<file path="config.mk">
export PLATFORM = sky130hd
export DESIGN_NAME = instr_fetch
export DESIGN_NICKNAME = d
export VERILOG_FILES = /design/src/rtl/instr_fetch.sv
export SDC_FILE = /design/constraint.sdc
export NUM_CORES = 1
export LEC_CHECK = 0
export BUFFER_PORTS_ARGS = -buffer_cell sky130_fd_sc_hd__buf_2
export CAP_MARGIN = 20
export CORE_UTILIZATION = 53
export CTS_BUF_LIST = sky130_fd_sc_hd__clkbuf_8
export DETAILED_ROUTE_END_ITERATION = 7
export PLACE_DENSITY_LB_ADDON = 0.08
export SLEW_MARGIN = 20
export SYNTH_ARGS = -nofsm -noshare
export SYNTH_HDL_FRONTEND = slang
export SYNTH_SLANG_ARGS = --single-unit
</file>
<file path="constraint.sdc">
create_clock -name clk -period 2.6 [get_ports clk]
set_clock_uncertainty 0.05 [all_clocks]
set_input_delay 0.13 -clock clk [delete_from_list [all_inputs] [get_ports clk]]
set_output_delay 0.13 -clock clk [all_outputs]
set_load 0.02 [all_outputs]
</file>
<file path="src/rtl/instr_fetch.sv">
`default_nettype none
// ============================================================================
// Module   : instr_fetch
// Purpose  : Instruction fetch front end. Issues one word-aligned request at
//            a time to instruction memory, buffers returned words in a
//            2-entry FIFO and presents them to the decoder with their PC.
//            A redirect pulse flushes the FIFO, discards any response still
//            in flight and restarts fetch at the new address.
//
// Ports    : clk             - single clock, rising edge
//            boot            - asynchronous active-low reset
//            imem_req_valid  - fetch request valid (decoded from state reg)
//            imem_req_ready  - memory accepts the request
//            imem_req_addr   - fetch address, word aligned
//            imem_rsp_valid  - response data valid
//            imem_rsp_data   - fetched instruction word
//            redirect        - one-cycle pulse: flush and refetch
//            redirect_pc     - new fetch address, sampled with redirect
//            ir_valid        - instruction available to decoder
//            ir_ready        - decoder consumes instruction
//            ir              - instruction word
//            ir_pc           - address of ir
//            stall_cnt       - decoder starvation counter
//
// Macro    : FETCH_STALL_CNT_EN - when defined, stall_cnt counts cycles in
//            which the decoder is ready but no instruction is available
//            (saturating). When undefined, stall_cnt is tied to zero.
//
// Revision : 1.0 - initial release
// ============================================================================
module instr_fetch #(
  parameter logic [31:0] BOOT_PC = 32'h0000_0000
) (
  input  logic        clk,
  input  logic        boot,
  output logic        imem_req_valid,
  input  logic        imem_req_ready,
  output logic [31:0] imem_req_addr,
  input  logic        imem_rsp_valid,
  input  logic [31:0] imem_rsp_data,
  input  logic        redirect,
  input  logic [31:0] redirect_pc,
  output logic        ir_valid,
  input  logic        ir_ready,
  output logic [31:0] ir,
  output logic [31:0] ir_pc,
  output logic [31:0] stall_cnt
);

  localparam logic [1:0]  c_st_idle   = 2'd0;
  localparam logic [1:0]  c_st_req    = 2'd1;
  localparam logic [1:0]  c_st_wait   = 2'd2;
  localparam logic [1:0]  c_st_drop   = 2'd3;
  localparam logic [31:0] c_word_mask = 32'hFFFF_FFFC;
  localparam logic [31:0] c_boot_pc   = BOOT_PC & c_word_mask;

  logic [1:0]  r_state;
  logic [1:0]  w_state_next;
  logic        r_started;     // set on the first edge after reset release
  logic [31:0] r_fetch_pc;    // address of the next request
  logic [31:0] r_pend_addr;   // address of the request in flight

  logic        r_head_valid;
  logic [31:0] r_head_data;
  logic [31:0] r_head_pc;
  logic        r_tail_valid;
  logic [31:0] r_tail_data;
  logic [31:0] r_tail_pc;

  logic        w_accept;
  logic        w_push;
  logic        w_pop;
  logic [1:0]  w_occ;
  logic [1:0]  w_occ_next;
  logic [31:0] w_redirect_pc;

  assign w_redirect_pc = redirect_pc & c_word_mask;
  assign w_accept      = (r_state == c_st_req) && imem_req_ready;
  // Redirect wins over everything: no push, no pop on that edge.
  assign w_push        = (r_state == c_st_wait) && imem_rsp_valid && !redirect;
  assign w_pop         = r_head_valid && ir_ready && !redirect;
  assign w_occ         = {1'b0, r_head_valid} + {1'b0, r_tail_valid};
  assign w_occ_next    = w_occ + {1'b0, w_push} - {1'b0, w_pop};

  // --------------------------------------------------------------------------
  // FSM: state register
  // --------------------------------------------------------------------------
  always_ff @(posedge clk or negedge boot) begin
    if (!boot) begin
      r_state   <= c_st_idle;
      r_started <= 1'b0;
    end else begin
      r_state   <= w_state_next;
      r_started <= 1'b1;
    end
  end

  // --------------------------------------------------------------------------
  // FSM: next state
  // --------------------------------------------------------------------------
  always_comb begin
    w_state_next = r_state;
    case (r_state)
      c_st_idle: begin
        if (redirect) begin
          w_state_next = c_st_req;
        end else if (r_started && (w_occ < 2'd2)) begin
          w_state_next = c_st_req;
        end
      end
      c_st_req: begin
        // Redirect without a handshake just retargets the pending request.
        if (w_accept) begin
          w_state_next = redirect ? c_st_drop : c_st_wait;
        end
      end
      c_st_wait: begin
        if (redirect) begin
          // A response landing with the redirect is the only one in flight,
          // so it is dropped right here and nothing is left to discard.
          w_state_next = imem_rsp_valid ? c_st_req : c_st_drop;
        end else if (imem_rsp_valid) begin
          w_state_next = (w_occ_next < 2'd2) ? c_st_req : c_st_idle;
        end
      end
      c_st_drop: begin
        if (imem_rsp_valid) begin
          w_state_next = c_st_req;
        end
      end
      default: w_state_next = c_st_idle;
    endcase
  end

  // --------------------------------------------------------------------------
  // FSM: outputs (all from registers)
  // --------------------------------------------------------------------------
  always_comb begin
    imem_req_valid = (r_state == c_st_req);
    imem_req_addr  = r_fetch_pc;
    ir_valid       = r_head_valid;
    ir             = r_head_data;
    ir_pc          = r_head_pc;
  end

  // --------------------------------------------------------------------------
  // Fetch address
  // --------------------------------------------------------------------------
  always_ff @(posedge clk or negedge boot) begin
    if (!boot) begin
      r_fetch_pc  <= c_boot_pc;
      r_pend_addr <= c_boot_pc;
    end else begin
      if (redirect) begin
        r_fetch_pc <= w_redirect_pc;
      end else if (w_accept) begin
        r_fetch_pc <= r_fetch_pc + 32'd4;  // wraps naturally at 2^32
      end
      if (w_accept) begin
        r_pend_addr <= r_fetch_pc;
      end
    end
  end

  // --------------------------------------------------------------------------
  // 2-entry FIFO: the head register drives the decoder directly, so a word
  // pushed into an empty FIFO is visible on the next cycle.
  // --------------------------------------------------------------------------
  always_ff @(posedge clk or negedge boot) begin
    if (!boot) begin
      r_head_valid <= 1'b0;
      r_head_data  <= 32'h0;
      r_head_pc    <= 32'h0;
      r_tail_valid <= 1'b0;
      r_tail_data  <= 32'h0;
      r_tail_pc    <= 32'h0;
    end else if (redirect) begin
      r_head_valid <= 1'b0;
      r_tail_valid <= 1'b0;
    end else if (w_pop) begin
      if (r_tail_valid) begin
        r_head_data  <= r_tail_data;
        r_head_pc    <= r_tail_pc;
        r_tail_valid <= w_push;
        if (w_push) begin
          r_tail_data <= imem_rsp_data;
          r_tail_pc   <= r_pend_addr;
        end
      end else begin
        r_head_valid <= w_push;
        if (w_push) begin
          r_head_data <= imem_rsp_data;
          r_head_pc   <= r_pend_addr;
        end
      end
    end else if (w_push) begin
      if (!r_head_valid) begin
        r_head_valid <= 1'b1;
        r_head_data  <= imem_rsp_data;
        r_head_pc    <= r_pend_addr;
      end else begin
        r_tail_valid <= 1'b1;
        r_tail_data  <= imem_rsp_data;
        r_tail_pc    <= r_pend_addr;
      end
    end
  end

  // --------------------------------------------------------------------------
  // Decoder starvation counter
  // --------------------------------------------------------------------------
`ifdef FETCH_STALL_CNT_EN
  logic [31:0] r_stall_cnt;

  always_ff @(posedge clk or negedge boot) begin
    if (!boot) begin
      r_stall_cnt <= 32'h0;
    end else if (ir_ready && !r_head_valid && (r_stall_cnt != 32'hFFFF_FFFF)) begin
      r_stall_cnt <= r_stall_cnt + 32'd1;
    end
  end

  assign stall_cnt = r_stall_cnt;
`else
  assign stall_cnt = 32'h0;
`endif

endmodule
`default_nettype wire

</file>
==> results.json, run 1 <==
{
  "outcome": "completed",
  "min_period_ps": 2494,
  "via_count": 6245,
  "drive_above_1_share_pct": 31.21,
  "synth_top_family_by_area": "multiplexers",
  "cts_tree": "yes",
  "synth_simple_gate_area_share_pct": 9.721,
  "grt_pass1_vias": 6040,
  "worstPathRequired_ps": 2920,
  "muxShareOfSynthArea_pct": 19.69,
  "antenna_left": 0,
  "path_max_fanout": 17,
  "ff_latch_area_um2": 4730,
  "synth_xor_area_share_pct": 1.328,
  "crit_type": "flop to flop",
  "fin_util_pct": 66.90,
  "power.share.clock_pct": 20.3,
  "h-tree-depth": 4,
  "relSlewSlack_pct": 51.87,
  "drt_iter0_markers": 294,
  "final_area_um2": 10590,
  "clk_transition_reported_paths_ps": 100,
  "hold_class": "input port to flop",
  "slew_viol_final": 0,
  "ys_seq_elements": 189,
  "dr.pass1.iters": 5,
  "busiest_layer": "met2",
  "core_area_um2": 15830,
  "cts-root-buf": "clkbuf_8",
  "die_y_um": 129.2,
  "syn_area_um2": 8572,
  "grt-ovfl-total": 0,
  "period_share_pct": 95.94,
  "finalHoldWorstSlack_ps": 74.24,
  "synth_compound_area_share_pct": 7.342,
  "yosysSeqAreaShare_pct": 55.17,
  "fin_cells": 1190,
  "setup_viol": 0,
  "drt_wl_total_mm": 18.67,
  "layout_common_cells": "dfrtp_1, buf_2, mux2_2",
  "p_seq_share_pct": 46.9,
  "crit_arrival_ps": 2820,
  "syn_to_final_growth_pct": 23.53,
  "switchingPower_mw": 3.439,
  "fin_nets": 1038,
  "synth_cell_type_count": 39,
  "fmax_mhz": 400.9,
  "layout_commonest_cell": "dfrtp_1",
  "use_met2_pct": 36.37,
  "power.leakage_nw": 5.351,
  "grt_usage_pct": 23.19,
  "switching_share_pct": 37.08,
  "pin_count": 200,
  "tightest_slew_ps": 721.9,
  "io_buffers": 161,
  "place_congestion": 0.8376,
  "hold_viol": 0,
  "dieArea_um2": 16690,
  "placed_cell_area_um2": 9525,
  "rsz0062_at_grt": "false",
  "fin_setup_tns_ps": 0,
  "clock_path_buffers": 2,
  "antenna_found_initial": 0,
  "initial_core_util_pct": 54.16,
  "start_kind": "flop",
  "drc": 0,
  "syn_inst": 746,
  "grt_max_degree": 125,
  "cts-buffers-inserted": 17,
  "via_per_inst": 5.248,
  "placementRows": 46,
  "hpwl_mm": 11.84,
  "grtUsageMet1_pct": 31.93,
  "clock_latency_ps": 460,
  "p_comb_share_pct": 32.9,
  "ys_warn_count": 0,
  "multi_input_area_um2": 3520,
  "grt.met3_usage_pct": 5.037,
  "cts_sinks": 189,
  "avgSynthCellArea_um2": 11.49,
  "peakVddDrop_mv": 0.4819,
  "synthAdderAreaFrac_pct": 1.022,
  "end_kind": "flop",
  "fp.dieW_um": 129.2,
  "fill_cells": 1248,
  "dp_cells": 1091,
  "avgRoutedWirePerCell_um": 15.69,
  "power.internal_mw": 5.836,
  "maxCapViolations": 0,
  "power.density_nw_per_um2": 875.9,
  "antenna_cells": 0,
  "grt_pass1_wl_mm": 29.92
}
-- metal layers --
metal / routed length [um] / vias up
li1: - / 2995
met1: 8594 / 3016
met2: 8717 / 205
met3: 1038 / 29
met4: 322 / 0
met5: 0 / -
-- worst paths after layout --
check | to | depth (start not counted) | slack (ps) | startpoint
setup / recovery | imem_req_addr[30] | 7 | 110 | r_state[1]
hold / removal | ir_valid | 3 | 70 | imem_rsp_valid
setup reg to reg | imem_req_addr[30] | 7 | 110 | r_state[1]
hold reg to reg | r_tail_pc[19] | 1 | 460 | r_tail_pc[19]
max in group asynchronous | ir[19] | 3 | 1450 | boot
min in group asynchronous | ir[3] | 2 | 220 | boot
-- stage by stage --
step,total power [mW],setup slack [ps]
5_1_grt,9.895,19.17
3_5_place_dp,7.399,118.4
2_1_floorplan,6.307,129.5
3_3_place_gp,7.275,175.5
4_1_cts,9.366,74.57
6_report,9.274,105.6
-- logic make-up after synthesis --
family	after synthesis
other cells	2
fa+ha+maj	7
buf+inv	90
mux	157
xor+xnor	13
simple gates	176
flops	189
compound gates	112
-- power groups by stage --
stage | Combinational [mW] | Sequential (mW) | Clock, mW
after floorplan | 1.33 | 4.98 | 0
after CTS | 3.07 | 4.35 | 1.94
after global placement | 2.92 | 4.35 | 0
after global routing | 3.36 | 4.47 | 2.06
final | 3.05 | 4.35 | 1.88
after detailed placement | 2.98 | 4.41 | 0
-- synthesized netlist by cell type, drive strengths merged --
library cell / number / area, um^2
nor2: 76 / 285.3
o211ai: 5 / 37.54
or4: 14 / 105.1
a21oi: 67 / 335.3
nor2b: 3 / 18.77
clkbuf: 33 / 123.9
buf: 47 / 321.6
o221ai: 1 / 8.760
a221oi: 1 / 8.760
mux2: 93 / 1047
nor4b: 1 / 8.760
nand2b: 2 / 12.51
or3: 3 / 18.77
nor4: 6 / 37.54
o31ai: 7 / 52.55
and2: 2 / 12.51
o21ai: 17 / 85.08
xnor2: 9 / 78.83
and3: 3 / 18.77
ha: 7 / 87.58
nand2: 38 / 142.6
nor3: 4 / 20.02
inv: 10 / 37.54
and4: 2 / 17.52
conb: 2 / 7.510
xor2: 4 / 35.03
dfrtp: 189 / 4730
nand3: 14 / 70.07
o311a: 1 / 10.01
a211o: 1 / 8.760
o311ai: 1 / 8.760
nand4: 8 / 65.06
o41a: 1 / 11.26
a31oi: 10 / 62.56
mux2i: 64 / 640.6
-- registers in the layout (all words and copies together) (netlist names) --
register,cells
ir_pc,30
r_started,1
r_state,2
ir,32
ir_valid,1
r_tail_pc,30
r_tail_valid,1
imem_req_addr,30
r_tail_data,32
r_pend_addr,30
-- critical path, stage by stage (launching register included) --
cell     delay (ps)
dfrtp_1         430
inv_1           100
ha_2            210
nand4_4         170
or4_1           530
buf_4           210
or4_1           510
a31oi_1         200
-- repair_timing --
action                                 in CTS  in global routing
setup endpoints to repair                   0                  5
gates resized for setup                     0                  2
endpoints found under the hold margin     180                  0
buffers inserted                            0                  0
hold buffers                               67                  0
-- cell type report --
type                            instances  share of cell area, %
Multi-Input combinational cell        502                  33.24
Tap cell                              216                  2.552
Inverter                               10                 0.3545
Sequential cell                       189                  44.67
Clock inverter                         15                  1.442
Clock buffer                           17                  2.210
Timing Repair Buffer                  241                  15.54
(Power assumes the default switching activity.)
==> run 2: changes to the inputs <==
--- a/config.mk
+++ b/config.mk
@@ -10,7 +10,7 @@
 export CORE_UTILIZATION = 53
 export CTS_BUF_LIST = sky130_fd_sc_hd__clkbuf_8
 export DETAILED_ROUTE_END_ITERATION = 7
-export PLACE_DENSITY_LB_ADDON = 0.08
+export PLACE_DENSITY = 0.9
 export SLEW_MARGIN = 20
 export SYNTH_ARGS = -nofsm -noshare
 export SYNTH_HDL_FRONTEND = slang
==> run 2 against run 1 <==
  * Die area unchanged
  * Worst hold slack got worse by 21 ps
  * Clock-buffer cell count unchanged
  * Global-route usage increased by 2.1 points
  * Non-clock buffer count increased by 3
  * Design area increased by 0.59%
  * Largest power group unchanged
==> results.json, run 2 (same netlist as run 1, synthesis figures left out) <==
{
  "setup_viol": 0,
  "end_kind": "flop",
  "cts_sinks": 189,
  "clock_latency_ps": 450,
  "dp_cells": 1093,
  "p_seq_share_pct": 46.1,
  "die_y_um": 129.2,
  "initial_core_util_pct": 54.16,
  "worstPathRequired_ps": 2910,
  "dr.pass1.iters": 5,
  "via_per_inst": 5.468,
  "outcome": "completed",
  "drt_iter0_markers": 404,
  "grt_max_degree": 125,
  "fin_util_pct": 67.30,
  "cts-root-buf": "clkbuf_8",
  "cts-buffers-inserted": 17,
  "busiest_layer": "met2",
  "placementRows": 46,
  "drc": 0,
  "min_period_ps": 2491,
  "hpwl_mm": 12.32,
  "power.share.clock_pct": 20.6,
  "drt_wl_total_mm": 20.36,
  "maxCapViolations": 0,
  "clk_transition_reported_paths_ps": 100,
  "grt_pass1_vias": 6431,
  "hold_class": "input port to flop",
  "pin_count": 200,
  "use_met2_pct": 42.60,
  "cpPeakStageDelay_ps": 690,
  "start_kind": "flop",
  "dieArea_um2": 16690,
  "layout_common_cells": "dfrtp_1, buf_2, mux2_2",
  "path_max_fanout": 16,
  "crit_type": "flop to flop",
  "clock_path_buffers": 2,
  "h-tree-depth": 4,
  "avgRoutedWirePerCell_um": 17.07,
  "antenna_found_initial": 0,
  "antenna_left": 0,
  "grtUsageMet1_pct": 31.21,
  "grt-ovfl-total": 0,
  "rsz0062_at_grt": "false",
  "p_comb_share_pct": 33.3,
  "io_buffers": 161,
  "antenna_cells": 0,
  "grt.met3_usage_pct": 6.441,
  "period_share_pct": 95.80,
  "rrSetupSlack_ps": 110,
  "via_count": 6523,
  "power.leakage_nw": 5.377,
  "crit_arrival_ps": 2810,
  "fin_nets": 1041,
  "fmax_mhz": 401.5,
  "relSlewSlack_pct": 57.82,
  "tightest_slew_ps": 632.8,
  "slew_viol_final": 0,
  "power.internal_mw": 5.941,
  "grt_usage_pct": 25.33,
  "fin_cells": 1193,
  "syn_to_final_growth_pct": 24.26,
  "hold_viol": 0,
  "layout_commonest_cell": "dfrtp_1",
  "switching_share_pct": 37.35,
  "fin_setup_tns_ps": 0,
  "peakVddDrop_mv": 0.5311,
  "drive_above_1_share_pct": 31.42,
  "cts_tree": "yes",
  "power.density_nw_per_um2": 890.3,
  "core_area_um2": 15830,
  "crit_chain": "inv_1, ha_2, nand4_4, or4_4, or4_1, a31oi_1",
  "place_congestion": 0.8209,
  "crit_slowest_cell": "or4_4",
  "switchingPower_mw": 3.542,
  "fp.dieW_um": 129.2,
  "grt_pass1_wl_mm": 32.54
}
-- run 2: area by class of cell --
type                    count  area (um^2)
well taps                 216        270.3
repair buffers            244         1697
fillers                  1145         5176
multi-input cells         502         3521
flip-flops and latches    189         4730
inverters                  10        37.54
clock inverters            15        162.7
clock buffers              17        234.0
-- run 2: critical path, delay by kind of cell, from the launching register on --
family / cells / cell delay (ps)
compound gates: 1 / 250
fa+ha+maj: 1 / 220
buf+inv: 1 / 110
flops: 1 / 420
simple gates: 3 / 1360
-- run 2: what timing repair did --
item | in CTS | in global routing
setup endpoints to repair | 0 | 7
resized for setup | 0 | 3
setup buffers | 0 | 1
endpoints found under the hold margin | 168 | 0
hold buffers | 67 | 0
-- run 2: path summary, 6_finish.rpt --
kind / startpoint / to / depth (start not counted)
max: r_state[1] / imem_req_addr[27] / 6
min: imem_rsp_valid / ir_valid / 3
max reg2reg: r_state[1] / imem_req_addr[27] / 6
min reg2reg: r_tail_pc[6] / r_tail_pc[6] / 1
max in group asynchronous: boot / ir_pc[19] / 3
min in group asynchronous: boot / imem_req_addr[26] / 2
-- run 2: metrics by stage --
stage	hold WS (ps)	total power, mW	setup slack (ps)	instance area (um^2)
finish	53.01	9.483	109.2	10650
global route	32.92	10.05	0.7370	10650
CTS	16.82	9.483	53.49	10630
detailed placement	160.7	7.449	76.48	9567
global placement	156.5	7.294	185.6	9567
floorplan	-215.6	6.307	129.5	8703
-- run 2: power groups by stage --
stage / logic [mW] / registers [mW] / clock network (mW)
after global placement: 2.95 / 4.35 / 0
final: 3.16 / 4.37 / 1.95
after CTS: 3.13 / 4.35 / 2.01
after floorplan: 1.33 / 4.98 / 0
after global routing: 3.44 / 4.49 / 2.11
after detailed placement: 3.04 / 4.41 / 0
-- run 2: routing by layer --
layer | wire [um] | vias to the layer above | share of wire, %
met2 | 10340 | 250 | 51
met5 | 0 | - | 0
li1 | - | 2994 | -
met1 | 8282 | 3231 | 41
met3 | 1200 | 48 | 5.9
met4 | 543 | 0 | 2.7
==> run 3: changes to the inputs <==
--- a/config.mk
+++ b/config.mk
@@ -7,10 +7,11 @@
 export LEC_CHECK = 0
 export BUFFER_PORTS_ARGS = -buffer_cell sky130_fd_sc_hd__buf_2
 export CAP_MARGIN = 20
+export CORE_MARGIN = 3
 export CORE_UTILIZATION = 53
 export CTS_BUF_LIST = sky130_fd_sc_hd__clkbuf_8
 export DETAILED_ROUTE_END_ITERATION = 7
-export PLACE_DENSITY = 0.9
+export PLACE_DENSITY = 0.85
 export SLEW_MARGIN = 20
 export SYNTH_ARGS = -nofsm -noshare
 export SYNTH_HDL_FRONTEND = slang
==> constraint.sdc (replaced) <==
create_clock -name clk -period 2.7 [get_ports clk]
set_clock_uncertainty 0.05 [all_clocks]
set_input_delay 0.135 -clock clk [delete_from_list [all_inputs] [get_ports clk]]
set_output_delay 0.135 -clock clk [all_outputs]
set_load 0.02 [all_outputs]
==> run 3 against run 2 <==
  * Combinational power down 4%
  * Global-route usage down 1.6 points
  * First-iteration DRC count down 15%
  * Via count down 0.95%
  * Fmax down 3.5%
  * Clock power down 6%
  * Largest power group unchanged
==> results.json, run 3 (same netlist as run 1, synthesis figures left out) <==
{
  "outcome": "completed",
  "dr.pass1.iters": 5,
  "period_share_pct": 95.58,
  "clock_path_buffers": 2,
  "avgRoutedWirePerCell_um": 17.37,
  "fin_ws_ps": 119.2,
  "grt-ovfl-total": 0,
  "end_kind": "flop",
  "layout_commonest_cell": "dfrtp_1",
  "ff_latch_area_um2": 4730,
  "grt_pass1_vias": 6572,
  "drive_above_1_share_pct": 31.24,
  "min_path_cells": 3,
  "antenna_left": 0,
  "peakVddDrop_mv": 0.5490,
  "worst_r2r_path_depth": 7,
  "syn_to_final_growth_pct": 23.27,
  "fin_cells": 1183,
  "pin_count": 200,
  "cts_sinks": 189,
  "drt_wl_total_mm": 20.55,
  "hold_class": "input port to flop",
  "dp_cells": 1085,
  "fin_util_pct": 68.24,
  "die_y_um": 133.2,
  "rsz0062_at_grt": "false",
  "maxCapViolations": 0,
  "initial_core_util_pct": 55.36,
  "crit_type": "flop to flop",
  "io_buffers": 161,
  "drt_iter0_markers": 344,
  "core_area_um2": 15480,
  "fmax_mhz": 387.5,
  "clock_latency_ps": 450,
  "fill_cells": 1089,
  "tightest_slew_ps": 547.9,
  "power.density_nw_per_um2": 858.2,
  "grt_usage_pct": 23.75,
  "crit_arrival_ps": 2900,
  "drc": 0,
  "relSlewSlack_pct": 63.47,
  "cts_tree": "yes",
  "slew_viol_final": 0,
  "pre_cts_ws_ps": 110.4,
  "setup_viol": 0,
  "start_kind": "flop",
  "fin_setup_tns_ps": 0,
  "worstPathRequired_ps": 3020,
  "multi_input_area_um2": 3531,
  "cts-buffers-inserted": 17,
  "antenna_found_initial": 2,
  "cts-root-buf": "clkbuf_8",
  "place_congestion": 0.8968,
  "hpwl_mm": 12.65,
  "power.leakage_nw": 5.352,
  "via_count": 6461,
  "layout_common_cells": "dfrtp_1, buf_2, mux2_2",
  "hold_viol": 0,
  "clk_transition_reported_paths_ps": 100,
  "min_period_ps": 2581,
  "fp.dieW_um": 133.2,
  "grt_max_degree": 113,
  "total_power_mw": 9.068,
  "dieArea_um2": 17740,
  "via_per_inst": 5.462,
  "placementRows": 45,
  "h-tree-depth": 4,
  "path_max_fanout": 17,
  "grt_pass1_wl_mm": 33.73,
  "fin_nets": 1034
}
==> run 3: final timing paths <==
path	start	to	slack, ps
min in group asynchronous	boot	r_pend_addr[8]	140
worst min-delay path	imem_rsp_valid	ir_valid	80
max in group asynchronous	boot	r_tail_pc[9]	1640
worst max register to register	r_state[1]	imem_req_addr[28]	120
worst max-delay path	r_state[1]	imem_req_addr[28]	120
worst min register to register	r_tail_data[29]	r_tail_data[29]	460
==> run 3: power by group <==
part           switching (mW)  total [mW]  internal [mW]  leakage, nW
clock                   0.992        1.84          0.849        0.204
sequential              0.564        4.21           3.64         2.36
combinational            1.80        3.02           1.22         2.79
==> run 3: worst max-delay path, stage by stage (launching register included) <==
cell and delay (ps):
dfrtp_1 420, inv_1 150, ha_4 200, nand4_4 160
or4_1 550, buf_4 210, or4_1 530, a31oi_1 200
==> run 3: area by class of cell <==
cell class / instances / area share [%]
flip-flops and latches: 189 / 44.76
multi-input cells: 502 / 33.42
repair buffers: 237 / 15.22
well taps: 211 / 2.499
clock buffers: 18 / 2.345
clock inverters: 14 / 1.362
inverters: 10 / 0.3552
diodes: 2 / 0.04737
==> run 3: repair_timing <==
| action | CTS | global route |
|---|---|---|
| hold buffers | 64 | 0 |
| setup endpoints to repair | 0 | 10 |
| hold endpoints to repair | 152 | 0 |
| setup buffers | 0 | 0 |
| gates resized for setup | 0 | 3 |
==> run 3: routing by layer <==
metal  global-route usage [%]  share of wire (%)
met5                        0                  0
met4                    8.857                2.9
met3                    5.891                6.4
met2                    40.12                 49
met1                    29.78                 41
==> run 3: through the flow <==
step / cell area [um^2] / hold WS [ps]
2_1_floorplan: 8703 / -210.6
3_3_place_gp: 9513 / 82.27
3_5_place_dp: 9513 / 82.47
4_1_cts: 10550 / 39.92
5_1_grt: 10570 / 77.77
6_report: 10570 / 78.03
